`src/rtl/riscv_branch_pkg.sv`:
```
// Shared RISC-V branch constants, counter encoding
// and the saturating 2-bit counter step function.
package riscv_branch_pkg;

    localparam logic [6:0] OPC_BRANCH = 7'h63;
    localparam logic [6:0] OPC_JAL    = 7'h6F;
    localparam logic [6:0] OPC_JALR   = 7'h67;

    localparam logic [2:0] F3_BEQ  = 3'd0;
    localparam logic [2:0] F3_BNE  = 3'd1;
    localparam logic [2:0] F3_BLT  = 3'd4;
    localparam logic [2:0] F3_BGE  = 3'd5;
    localparam logic [2:0] F3_BLTU = 3'd6;
    localparam logic [2:0] F3_BGEU = 3'd7;

    typedef enum logic [1:0] {
        CTR_SNT = 2'b00,
        CTR_WNT = 2'b01,
        CTR_WT  = 2'b10,
        CTR_ST  = 2'b11
    } ctr_t;

    function automatic ctr_t ctr_next(ctr_t c, logic taken);
        ctr_t n;
        n = c;
        if (taken) begin
            if (c != CTR_ST) n = ctr_t'(c + 2'd1);
        end else begin
            if (c != CTR_SNT) n = ctr_t'(c - 2'd1);
        end
        return n;
    endfunction

endpackage

```
`src/rtl/branch_resolve_pht_if.sv`:
```
// Fetch-prediction and resolve-stage bundle between
// the pipeline (master) and the predictor (slave).
interface branch_resolve_pht_if #(
    parameter int XLEN = 32
);
    logic [XLEN-1:0] fetch_pc;
    logic            pred_taken;
    logic            ex_valid;
    logic            ex_nop;
    logic [XLEN-1:0] ex_pc;
    logic            ex_pred_taken;
    logic [6:0]      opcode;
    logic [2:0]      funct3;
    logic [XLEN-1:0] operand1;
    logic [XLEN-1:0] operand2;
    logic            pc_src;
    logic            redirect_taken;
    logic            mispredict;

    modport master (
        output fetch_pc, ex_valid, ex_nop, ex_pc,
        output ex_pred_taken, opcode, funct3,
        output operand1, operand2,
        input  pred_taken, pc_src,
        input  redirect_taken, mispredict
    );

    modport slave (
        input  fetch_pc, ex_valid, ex_nop, ex_pc,
        input  ex_pred_taken, opcode, funct3,
        input  operand1, operand2,
        output pred_taken, pc_src,
        output redirect_taken, mispredict
    );
endinterface

```
`src/rtl/branch_cmp.sv`:
```
// Conditional-branch comparator; opcode-free, reports
// whether funct3 names a real branch condition.
module branch_cmp
    import riscv_branch_pkg::*;
#(
    parameter int XLEN = 32
) (
    input  logic [2:0]      funct3,
    input  logic [XLEN-1:0] op_a,
    input  logic [XLEN-1:0] op_b,
    output logic            taken,
    output logic            valid_f3
);

    // funct3 2/3 are reserved: never taken, never valid
    always_comb begin
        taken    = 1'b0;
        valid_f3 = 1'b1;
        unique case (funct3)
            F3_BEQ:  taken = (op_a == op_b);
            F3_BNE:  taken = (op_a != op_b);
            F3_BLT:  taken = ($signed(op_a) < $signed(op_b));
            F3_BGE:  taken = ($signed(op_a) >= $signed(op_b));
            F3_BLTU: taken = (op_a < op_b);
            F3_BGEU: taken = (op_a >= op_b);
            default: valid_f3 = 1'b0;
        endcase
    end

endmodule

```
`src/rtl/branch_resolve_pht.sv`:
```
// Branch resolution plus a PC-indexed table of 2-bit
// saturating counters and branch statistics.
module branch_resolve_pht
    import riscv_branch_pkg::*;
#(
    parameter int         XLEN      = 32,
    parameter int         PHT_DEPTH = 64,
    parameter logic [1:0] CTR_INIT  = 2'b01,
    parameter int         STAT_W    = 32
) (
    input  logic                clk,
    input  logic                reset,
    branch_resolve_pht_if.slave bus,
    output logic [STAT_W-1:0]   stat_branches,
    output logic [STAT_W-1:0]   stat_mispredicts
);

    localparam int IDX_W = $clog2(PHT_DEPTH);

    ctr_t              pht_q [PHT_DEPTH];
    ctr_t              pht_d [PHT_DEPTH];
    logic [STAT_W-1:0] br_cnt_q;
    logic [STAT_W-1:0] br_cnt_d;
    logic [STAT_W-1:0] mp_cnt_q;
    logic [STAT_W-1:0] mp_cnt_d;

    logic [IDX_W-1:0]  f_idx;
    logic [IDX_W-1:0]  ex_idx;
    logic              resolve;
    logic              taken;
    logic              valid_f3;
    logic              counted;
    logic              pc_src;
    logic              redirect_taken;
    logic              mispredict;
    logic              unused_pc;

    assign f_idx   = bus.fetch_pc[IDX_W+1:2];
    assign ex_idx  = bus.ex_pc[IDX_W+1:2];
    assign resolve = bus.ex_valid & ~bus.ex_nop & ~reset;

    assign unused_pc = ^{bus.fetch_pc[XLEN-1:IDX_W+2],
                         bus.fetch_pc[1:0],
                         bus.ex_pc[XLEN-1:IDX_W+2],
                         bus.ex_pc[1:0]};

    branch_cmp #(
        .XLEN (XLEN)
    ) u_cmp (
        .funct3   (bus.funct3),
        .op_a     (bus.operand1),
        .op_b     (bus.operand2),
        .taken    (taken),
        .valid_f3 (valid_f3)
    );

    // Resolve decode: redirect / mispredict / counted
    always_comb begin
        pc_src         = 1'b0;
        redirect_taken = 1'b0;
        mispredict     = 1'b0;
        counted        = 1'b0;
        if (resolve) begin
            unique case (bus.opcode)
                OPC_BRANCH: begin
                    if (valid_f3) begin
                        counted        = 1'b1;
                        mispredict     = taken ^ bus.ex_pred_taken;
                        pc_src         = mispredict;
                        redirect_taken = taken;
                    end
                end
                OPC_JAL, OPC_JALR: begin
                    pc_src         = 1'b1;
                    redirect_taken = 1'b1;
                end
                default: ;
            endcase
        end
    end

    assign bus.pc_src         = pc_src;
    assign bus.redirect_taken = redirect_taken;
    assign bus.mispredict     = mispredict;

    // Prediction reads registered state only, no bypass
    assign bus.pred_taken = pht_q[f_idx][1];

    // Next PHT contents: bulk init on reset, else train
    always_comb begin
        for (int i = 0; i < PHT_DEPTH; i++) begin
            pht_d[i] = pht_q[i];
        end
        if (reset) begin
            for (int i = 0; i < PHT_DEPTH; i++) begin
                pht_d[i] = ctr_t'(CTR_INIT);
            end
        end else if (counted) begin
            pht_d[ex_idx] = ctr_next(pht_q[ex_idx], taken);
        end
    end

    // Next statistics values, wrapping naturally
    always_comb begin
        br_cnt_d = br_cnt_q;
        mp_cnt_d = mp_cnt_q;
        if (reset) begin
            br_cnt_d = '0;
            mp_cnt_d = '0;
        end else if (counted) begin
            br_cnt_d = br_cnt_q + STAT_W'(1);
            if (mispredict) begin
                mp_cnt_d = mp_cnt_q + STAT_W'(1);
            end
        end
    end

    // State registers; reset handled in the _d logic
    always_ff @(posedge clk) begin
        for (int i = 0; i < PHT_DEPTH; i++) begin
            pht_q[i] <= pht_d[i];
        end
        br_cnt_q <= br_cnt_d;
        mp_cnt_q <= mp_cnt_d;
    end

    assign stat_branches    = br_cnt_q;
    assign stat_mispredicts = mp_cnt_q;

endmodule

```
`src/flat_wrapper.sv`:
```
// flat-port wrapper written by rule: the top's interface ports become plain ports
module branch_resolve_pht_flat import riscv_branch_pkg::*;
#(
    parameter int         XLEN      = 32,
    parameter int         PHT_DEPTH = 64,
    parameter logic [1:0] CTR_INIT  = 2'b01,
    parameter int         STAT_W    = 32
)
  (clk, reset, stat_branches, stat_mispredicts, bus_fetch_pc, bus_ex_valid, bus_ex_nop, bus_ex_pc, bus_ex_pred_taken, bus_opcode, bus_funct3, bus_operand1, bus_operand2, bus_pred_taken, bus_pc_src, bus_redirect_taken, bus_mispredict);
  branch_resolve_pht_if #(.XLEN(XLEN)) bus_i ();
  input  logic clk;
  input  logic reset;
  output logic [STAT_W-1:0] stat_branches;
  output logic [STAT_W-1:0] stat_mispredicts;
  input wire logic [$bits(bus_i.fetch_pc)-1:0] bus_fetch_pc;
  input wire logic [$bits(bus_i.ex_valid)-1:0] bus_ex_valid;
  input wire logic [$bits(bus_i.ex_nop)-1:0] bus_ex_nop;
  input wire logic [$bits(bus_i.ex_pc)-1:0] bus_ex_pc;
  input wire logic [$bits(bus_i.ex_pred_taken)-1:0] bus_ex_pred_taken;
  input wire logic [$bits(bus_i.opcode)-1:0] bus_opcode;
  input wire logic [$bits(bus_i.funct3)-1:0] bus_funct3;
  input wire logic [$bits(bus_i.operand1)-1:0] bus_operand1;
  input wire logic [$bits(bus_i.operand2)-1:0] bus_operand2;
  output wire logic [$bits(bus_i.pred_taken)-1:0] bus_pred_taken;
  output wire logic [$bits(bus_i.pc_src)-1:0] bus_pc_src;
  output wire logic [$bits(bus_i.redirect_taken)-1:0] bus_redirect_taken;
  output wire logic [$bits(bus_i.mispredict)-1:0] bus_mispredict;
  assign bus_i.fetch_pc = bus_fetch_pc;
  assign bus_i.ex_valid = bus_ex_valid;
  assign bus_i.ex_nop = bus_ex_nop;
  assign bus_i.ex_pc = bus_ex_pc;
  assign bus_i.ex_pred_taken = bus_ex_pred_taken;
  assign bus_i.opcode = bus_opcode;
  assign bus_i.funct3 = bus_funct3;
  assign bus_i.operand1 = bus_operand1;
  assign bus_i.operand2 = bus_operand2;
  assign bus_pred_taken = bus_i.pred_taken;
  assign bus_pc_src = bus_i.pc_src;
  assign bus_redirect_taken = bus_i.redirect_taken;
  assign bus_mispredict = bus_i.mispredict;
  branch_resolve_pht #(.XLEN(XLEN), .PHT_DEPTH(PHT_DEPTH), .CTR_INIT(CTR_INIT), .STAT_W(STAT_W)) u_core (.clk(clk), .reset(reset), .bus(bus_i), .stat_branches(stat_branches), .stat_mispredicts(stat_mispredicts));
endmodule
```
`config.mk`:
```
export PLATFORM = sky130hd
export DESIGN_NAME = branch_resolve_pht_flat
export DESIGN_NICKNAME = d
export VERILOG_FILES = /design/src/rtl/riscv_branch_pkg.sv /design/src/rtl/branch_resolve_pht_if.sv /design/src/rtl/branch_cmp.sv /design/src/rtl/branch_resolve_pht.sv /design/src/flat_wrapper.sv
export SDC_FILE = /design/constraint.sdc
export NUM_CORES = 1
export LEC_CHECK = 0
export BUFFER_PORTS_ARGS = -buffer_cell sky130_fd_sc_hd__buf_2
export CAP_MARGIN = 20
export CELL_PAD_IN_SITES_DETAIL_PLACEMENT = 1
export CELL_PAD_IN_SITES_GLOBAL_PLACEMENT = 2
export CORE_AREA = 2 2 175 177
export CTS_CLUSTER_SIZE = 12
export DETAILED_ROUTE_END_ITERATION = 16
export DIE_AREA = 0 0 177 179
export HOLD_SLACK_MARGIN = 0.05
export PLACE_DENSITY = 0.94
export SKIP_LAST_GASP = 1
export SLEW_MARGIN = 20
export SYNTH_ARGS = -nofsm -noshare
export SYNTH_HDL_FRONTEND = slang
export SYNTH_SLANG_ARGS = --single-unit
export TNS_END_PERCENT = 30
```
`constraint.sdc`:
```
create_clock -name clk -period 7.25 [get_ports clk]
set_clock_uncertainty 0.15 [all_clocks]
set_input_delay 1.45 -clock clk [delete_from_list [all_inputs] [get_ports clk]]
set_output_delay 1.45 -clock clk [all_outputs]
set_load 0.05 [all_outputs]
```
# --- Yosys cells after proc, flatten, opt, wreduce, memory -nomap -nowiden ---
# Memories as Yosys holds them, arrays and structs flattened.
# Index checks and enable logic that the tools add are counted.
word_totals:
  reg_bits: 64
  latchBits: 0
  mem_bits_rw: 128
  rom_bits: 0
  out_inout_bits: 68
  word_cells: 59
  mem_count: 1
mem_list:
  columns: ["name", "words", "word_bits", "read_ports", "rd_clocked_by_memory_dff", "write_ports", "line_no", "text"]
  rows:
  - ["u_core.pht_q", 64, 2, 66, 0, 64, "branch_resolve_pht.sv:20", "ctr_t pht_q [PHT_DEPTH];"]
op_classes:
  add_sub_neg: 4
  multipliers: 0
  div_mod_pow: 0
  magnitude_cmp: 6
  eq_ne: 11
  shift: 0
  muxes: 23
  n_bitwise: 6
  n_reduce_logical: 6
op_table:
  columns: ["op", "n"]
  rows:
  - ["2-to-1 mux 128 bit", 2]
  - ["bitwise mux 128 bit", 1]
  - ["adder 32 x 1 -> 32 bit (second input constant)", 2]
  - [">= comparator 32 bit", 2]
  - ["less-than comparator 32 bit", 2]
  - ["equality test 32 bit", 1]
  - ["inequality test 32 bit", 1]
  - ["equality test 7 bit (second input constant)", 3]
  - ["demux 2 bit (select 6 bit)", 1]
  - ["equality test 3 bit (second input constant)", 4]
  - ["2-to-1 mux 2 bit", 6]
  - ["2-to-1 mux 1 bit", 10]
  - [">= comparator 7 bit (second input constant)", 1]
  - ["less-than comparator 7 x 1 -> 1 bit (second input constant)", 1]
  - ["NOT 6 -> 7 bit", 1]
  - ["one-hot mux 1 bit (6 select lines)", 1]
  - ["OR reduction 6 bit", 1]
  - ["one-hot mux 1 bit (2 select lines)", 2]
  - ["equality test 3 x 1 -> 1 bit (second input constant)", 1]
  - ["logical NOT 3 bit", 1]
  - ["adder 2 x 1 -> 2 bit (second input constant)", 1]
  - ["AND 1 bit", 2]
  - ["inequality test 2 bit (second input constant)", 1]
  - ["NOT 1 bit", 2]
  - ["other kinds (6)", 6]

# --- Depth between registers and ports, before layout ---
# Gate-level depths: netlist (run 1).
depth:
  ltp_word: 11
  ltp_mapped: 14
  ltp_nobuf: 11

# --- By module ---
# From an unflattened synthesis (run 1), not the netlist that was laid out.
unflattened:
  cells_unflattened: 1141
  area_unflattened_um2: 10248.6
modules_own_cells:
  columns: ["mod", "instances", "cells_per_inst", "area_per_inst_um2", "seq_area_each_um2"]
  rows:
  - ["branch_resolve_pht", 1, 1008, 9252.6, 3843.7]
  - ["branch_cmp", 1, 133, 996.0, 0.0]

# --- Least setup slack after synthesis (run 1) ---
# No wires, ideal clock.
synth_timing:
  kind: "input to output"
  startpoint: "input bus_operand2[29]"
  endpoint: "output bus_pc_src"
  arrival_time_ns: 4.628
  t_required_ns: 5.650
  path_slack_ns: 1.022
  stages: 11
  cell_sequence: "inv_1 -> ha_1 -> a21o_1 -> a21o_1 -> a221oi_1 -> o21ai_1 -> or2_2 -> o211ai_2 -> o21ai_2 -> a21boi_1 -> nand2b_1"
synth_via:
  elab_chain_cells: 6
synth_rtl:
  columns: ["element", "line_no", "text"]
  rows:
  - ["start, declared", "flat_wrapper.sv:23", "input wire logic [$bits(bus_i.operand2)-1:0] bus_operand2;"]
  - [">= comparator 32 bit (tied with other cells)", "branch_cmp.sv:25", "F3_BGEU: taken = (op_a >= op_b);"]
  - ["one-hot mux 1 bit (6 select lines) (*)", "branch_cmp.sv:19", "unique case (funct3)"]
  - ["bitwise XOR 1 bit (*)", "branch_resolve_pht.sv:68", "mispredict = taken ^ bus.ex_pred_taken;"]
  - ["2-to-1 mux 1 bit (*)", "branch_resolve_pht.sv:66", "if (valid_f3) begin"]
  - ["one-hot mux 1 bit (2 select lines) (*)", "branch_resolve_pht.sv:64", "unique case (bus.opcode)"]
  - ["2-to-1 mux 1 bit (*)", "branch_resolve_pht.sv:63", "if (resolve) begin"]
  - ["end, declared", "flat_wrapper.sv:25", "output wire logic [$bits(bus_i.pc_src)-1:0] bus_pc_src;"]
# Every way passes the cells marked *; elsewhere a longest branch is shown, timed or not.

# --- Final worst setup path (run 1) ---
layout_timing:
  startpoint: "input bus_operand2[14]"
  endpoint: "output bus_pc_src"
# The elaborated chain is that of the path after synthesis.

==> results of run 1 <==
-- synth_stat cells (33+ instances only) --
cell	count	area, sq um
a211o_1	66	578
a211oi_1	68	510
a21oi_1	50	250
clkbuf_1	35	131
dfxtp_1	192	3840
ha_1	34	425
inv_1	46	173
mux2_2	33	372
nand2_1	53	199
nand3_1	39	195
nor2_1	191	717
nor2b_1	101	632
-- tightest hold or removal path, cell delays in order, from the launching register on --
cell and delay, ns:
dfxtp_1 0.32, o21ai_0 0.07, a21oi_1 0.06
-- power by group through the flow --
stage	combinational (mW)	clock, mW	sequential [mW]
after global routing	0.256	1.01	1.05
after detailed placement	0.230	0	1.08
after floorplan	0.166	0	1.08
after CTS	0.231	0.967	1.05
final	0.235	0.949	1.05
after global placement	0.226	0	1.08
-- sequential cells by signal (all words and copies together), names as in the netlist --
signal,cells
u_core.pht_q,128
u_core.stat_branches,32
u_core.stat_mispredicts,32
-- metal layers --
| metal | wire length (microns) | part of all wire (%) |
|---|---|---|
| met3 | 1970 | 6.0 |
| met4 | 678 | 2.1 |
| met5 | 0 | 0 |
| met2 | 15500 | 47 |
| met1 | 14600 | 44 |
-- worst min-delay path by stage --
stage / from / endpoint / cells past startpoint
floorplan: u_core.pht_q[32][1]$_SDFFE_PP0P_ / u_core.pht_q[32][1]$_SDFFE_PP0P_ / 2
global placement: u_core.stat_branches[31]$_SDFFE_PP0P_ / u_core.stat_branches[31]$_SDFFE_PP0P_ / 2
detailed placement: u_core.stat_branches[31]$_SDFFE_PP0P_ / u_core.stat_branches[31]$_SDFFE_PP0P_ / 2
CTS: u_core.stat_branches[31]$_SDFFE_PP0P_ / u_core.stat_branches[31]$_SDFFE_PP0P_ / 2
global route: u_core.stat_branches[31]$_SDFFE_PP0P_ / u_core.stat_branches[31]$_SDFFE_PP0P_ / 2
finish: u_core.stat_branches[31]$_SDFFE_PP0P_ / u_core.stat_branches[31]$_SDFFE_PP0P_ / 2
-- logic make-up (layout without fill, tap and decap cells) --
group	Yosys count	count (layout)	share of synthesized area (%)
and+or+nand+nor	484	484	23.1
AOI/OAI and AO/OA	281	281	19.8
DFF	192	192	36.2
buffers and inverters	116	245	5.45
muxes	66	66	9.69
adders and majority gates	34	34	4.00
xor gates and xnor gates	21	21	1.73
-- area by class of cell --
type                       instances  share of cell area, %
clock buffer                      18                   3.51
clock inverter                    14                   1.33
inverter                          46                   1.41
multi-input combinational        886                   51.0
sequential                       192                   31.5
tap                              396                   4.06
timing repair buffer             167                   7.24
==> flow_summary.toml, run 1 <==
[run_status]
status = "complete, no violations"

[worst_setup_path]
r2r-end = "u_core.pht_q[52][0]$_SDFFE_PP1P_"
crit_fanout = 17
worst-setup-path-type = "input pin to output port"
worstPathCellList = "buf_2, inv_1, ha_1, nand4_1, nor4_1, nand4_1, a211o_1, nor2_1, nand3_4, a21boi_1, nand2b_1, buf_2"
max_stage_delay_ns = 0.46
cp-end-kind = "output port"
critPathBufInv = 3
cp-startpoint = "bus_operand2[14]"
crit_path_start_kind = "input pin"
critPathSlowestCell = "nor4_1"
r2r_slack_ns = 3.75
cp_data_arrival_time_ns = 4.49
crit_cells = 12
required_ns = 5.65
cp_top_family = "simple AND/OR/NAND/NOR gates"
reg2reg_depth = 10
worstSetupEndpoint = "bus_pc_src"
r2r-start = "u_core.pht_q[19][0]$_SDFFE_PP1P_"

[timing]
fin_crit_sh_pct = 84.1
fin_setup_tns_ns = 0
fmax_mhz = 164
hold_ws_ns = 0.344
finalHoldViolCount = 0
setup_ws_ns = 1.16
worstMarginPinSlew_ns = 1.02
setup_violations = 0
period_minus_slack_ns = 6.09
slew_violations = 0
rsz0062_at_grt = "false"
slew_headroom_pct = 32.0

[grt]
grt_max_degree = 120
antenna_found_initial = 0
overflow = 0
grt_pass1_vias = 9695
grt_pass1_wl_mm = 51.6
grt.total_usage_pct = 20.4
grtUsageMet2_pct = 33.9
use_met3_pct = 4.01
grtUsageMet1_pct = 26.6
grt.busiest_layer = "met2"

[finish]
drive_gt1_share_pct = 20.8
fin_area_sq_mm = 0.0122
final_common_cell = "dfxtp_1"
fillCellCount = 3575
utilization_pct = 40.7
final_cell_mix = "dfxtp_1, nor2_1, buf_2"
nNetsFinal = 1487
multi_input_area_sq_mm = 0.00623
n_antenna_cell = 0
area.growth.synth_to_final_pct = 14.9
regArea_sq_mm = 0.00384
layout.cells.non_filler = 1719

[placement]
place.gp.congestion = 0.902
placed_area_sq_mm = 0.0116
dp_slack_ns = 1.13
port_buffers = 158
place_inst = 1686
place.detailed.hpwl_mm = 22.3

[floorplanning]
row_count = 64
io-pin-count = 211
die_h_microns = 179
coreArea_sq_mm = 0.0300
die_area_sq_mm = 0.0317
die_x_microns = 177
initial_core_util_pct = 35.4

[clock_tree]
tritoncts = "built"
cts_resized = 0
path_clk_slew_ns = 0.08
ctsHoldBuffers = 0
clock_path_buffers = 2
cts_made_buffers = 17
cts-root-buf = "clkbuf_16"
htreeDepth = 4
clock_latency_ns = 0.46
cts_sinks = 192
postCtsSetupBuffers = 0

[yosys]
synth_edf_count = 0
ys.flop_type = "dfxtp_1"
async_reset_ff_share_pct = 0
yosysSeqAreaShare_pct = 36.2
synthCells = 1194
synth.distinct_cells = 69
synth.net_count = 1371
yosys_warnings = 0
avgSynthCellArea_sq_um = 8.90
synth.cell_area_sq_mm = 0.0106
ys_ff_latch = 192

[pwr]
p_leak_nw = 4.56
p_seq_share_pct = 47.1
p_int_mw = 1.59
peakVddDrop_uv = 157
power_frac_clock_pct = 42.4
switching_share_pct = 28.9
combPwrFrac_pct = 10.5
p_per_area_mw_per_mm2 = 183
switching_power_mw = 0.647
total_power_mw = 2.24

[route]
ant_nets = 0
drt-vias-per-instance = 5.64
wl_per_cell_microns = 19.1
drcViolationCount = 0
drtIter0Drc = 739
firstDrtPassIters = 6
vias = 9697
wl_mm = 32.8

[flow_run]
cap_violations = 0

[min_path]
hold_path.class = "flip-flop to flip-flop"
No activity file was read; power rests on OpenSTA's default activity.
==> run 2: changes to the inputs <==
CORE_AREA = 2 2 192 194   (was 2 2 175 177)
DIE_AREA = 0 0 194 196   (was 0 0 177 179)
PLACE_DENSITY = 0.84   (was 0.94)
clock period = 5.24 ns   (was 7.25 ns; I/O delays follow)
==> flow_summary.toml, run 2 (synthesis gave the netlist of run 1 again) <==
[timing]
fin_crit_sh_pct = 94.6
fmax_mhz = 202
slew_violations = 0
fin_setup_tns_ns = 0
hold_ws_ns = 0.350
period_minus_slack_ns = 4.96
setup_violations = 0
finalHoldViolCount = 0
slew_headroom_pct = 36.9
worstMarginPinSlew_ns = 0.946
rsz0062_at_grt = "false"

[placement]
place.detailed.hpwl_mm = 23.3
port_buffers = 158
place.gp.congestion = 0.815
placed_area_sq_mm = 0.0118

[route]
firstDrtPassIters = 7
ant_nets = 0
wl_mm = 33.3
drcViolationCount = 0
wl_per_cell_microns = 18.5
drt-vias-per-instance = 5.40
drtIter0Drc = 627
vias = 9726

[floorplanning]
die_area_sq_mm = 0.0380
coreArea_sq_mm = 0.0361
die_x_microns = 194
row_count = 70
initial_core_util_pct = 29.5
io-pin-count = 211
die_h_microns = 196

[clock_tree]
cts_made_buffers = 17
postCtsSetupBuffers = 0
htreeDepth = 4
cts_resized = 0
path_clk_slew_ns = 0.07
ctsHoldBuffers = 0
clock_latency_ns = 0.45
cts-root-buf = "clkbuf_16"
clock_path_buffers = 2
tritoncts = "built"
cts_sinks = 192

[min_path]
hold_depth = 2
hold_path.class = "flip-flop to flip-flop"

[pwr]
switching_share_pct = 26.2
p_leak_nw = 4.62
switching_power_mw = 0.842
power_frac_clock_pct = 44.1
p_int_mw = 2.37
combPwrFrac_pct = 10.6
peakVddDrop_uv = 215
p_seq_share_pct = 45.3
p_per_area_mw_per_mm2 = 258

[worst_setup_path]
r2r-end = "u_core.pht_q[40][0]$_SDFFE_PP1P_"
max_stage_delay_ns = 0.58
critPathMostFrequentCell = "buf_2"
worstPathCellList = "buf_2, inv_1, ha_1, nand4_1, or4_1, a41oi_2, or2_2, o211a_2, nand3_4, a21boi_4, nand2b_1, buf_2"
reg2reg_depth = 10
cp-end-kind = "output port"
cp_data_arrival_time_ns = 3.76
worstSetupEndpoint = "bus_pc_src"
crit_fanout = 4
critPathSlowestCell = "or4_1"
worst-setup-path-type = "input pin to output port"
r2r-start = "u_core.pht_q[17][0]$_SDFFE_PP1P_"
crit_path_start_kind = "input pin"
r2r_slack_ns = 2.06
required_ns = 4.04
cp-startpoint = "bus_operand2[26]"

[finish]
drive_gt1_share_pct = 21.5
fin_area_sq_mm = 0.0124
utilization_pct = 34.5
nNetsFinal = 1496
n_antenna_cell = 0
final_cell_mix = "dfxtp_1, nor2_1, buf_2"
largest_reg_flops = 128
largest_register = "u_core.pht_q"
final_common_cell = "dfxtp_1"
area.growth.synth_to_final_pct = 17.1

[grt]
overflow = 0
antenna_found_initial = 0
grt_max_degree = 115
grt_pass1_vias = 9777
grt_pass1_wl_mm = 53.4
grt.total_usage_pct = 17.5

[run_status]
status = "complete, no violations"

[flow_run]
cap_violations = 0
## run 2: changes by cell type in the layout (fill, tap and decap cells not counted), moves of 2 or more
cell,previous run,this run
buf_4,8,15
clkbuf_8,0,4
clkinv_8,4,0
inv_8,4,0
bufinv_16,0,3
buf_12,0,2
clkinvlp_4,0,2
inv_6,3,1
## run 2: power by group through the flow
stage / sequential, mW / clock (mW) / combinational, mW
floorplan: 1.49 / 0 / 0.230
CTS: 1.46 / 1.45 / 0.341
global placement: 1.49 / 0 / 0.335
global route: 1.46 / 1.50 / 0.372
detailed placement: 1.49 / 0 / 0.340
finish: 1.46 / 1.42 / 0.341
## run 2: cell type report
class | count | area [sq um]
timing repair buffer | 176 | 961
clock inverter | 11 | 154
sequential | 192 | 3840
inverter | 46 | 173
multi-input combinational | 886 | 6250
fill | 4252 | 23600
clock buffer | 21 | 480
tap | 468 | 586
## run 2: per-stage QoR
stage               instances  setup slack [ns]  total power, mW
finish                   1800             0.284             3.22
global route             1800            0.0539             3.33
CTS                      1800             0.215             3.25
detailed placement       1768             0.227             1.83
global placement         1768             0.253             1.83
floorplan                1194             0.125             1.72
## run 2: critical path, delay by kind of cell
family          cells  cell delay [ns]
fa+ha+maj           1             0.31
compound gates      3             0.80
simple gates        5             1.22
buf+inv             3             0.37
## run 2: worst min path at each step
stage / to / startpoint / slack (ns)
floorplan: u_core.pht_q[32][1]$_SDFFE_PP0P_ / u_core.pht_q[32][1]$_SDFFE_PP0P_ / 0.33
global placement: u_core.stat_branches[31]$_SDFFE_PP0P_ / u_core.stat_branches[31]$_SDFFE_PP0P_ / 0.32
detailed placement: u_core.stat_branches[31]$_SDFFE_PP0P_ / u_core.stat_branches[31]$_SDFFE_PP0P_ / 0.35
CTS: u_core.stat_branches[31]$_SDFFE_PP0P_ / u_core.stat_branches[31]$_SDFFE_PP0P_ / 0.36
global route: u_core.stat_branches[31]$_SDFFE_PP0P_ / u_core.stat_branches[31]$_SDFFE_PP0P_ / 0.39
finish: u_core.stat_branches[31]$_SDFFE_PP0P_ / u_core.stat_branches[31]$_SDFFE_PP0P_ / 0.35
## run 2: routing by layer
layer / vias up / GRT usage [%] / wire length (microns)
li1: 4615 / - / -
met1: 4828 / 23.5 / 15500
met2: 245 / 28.8 / 15500
met3: 38 / 2.87 / 1710
met4: 0 / 5.19 / 580
met5: - / 0 / 0
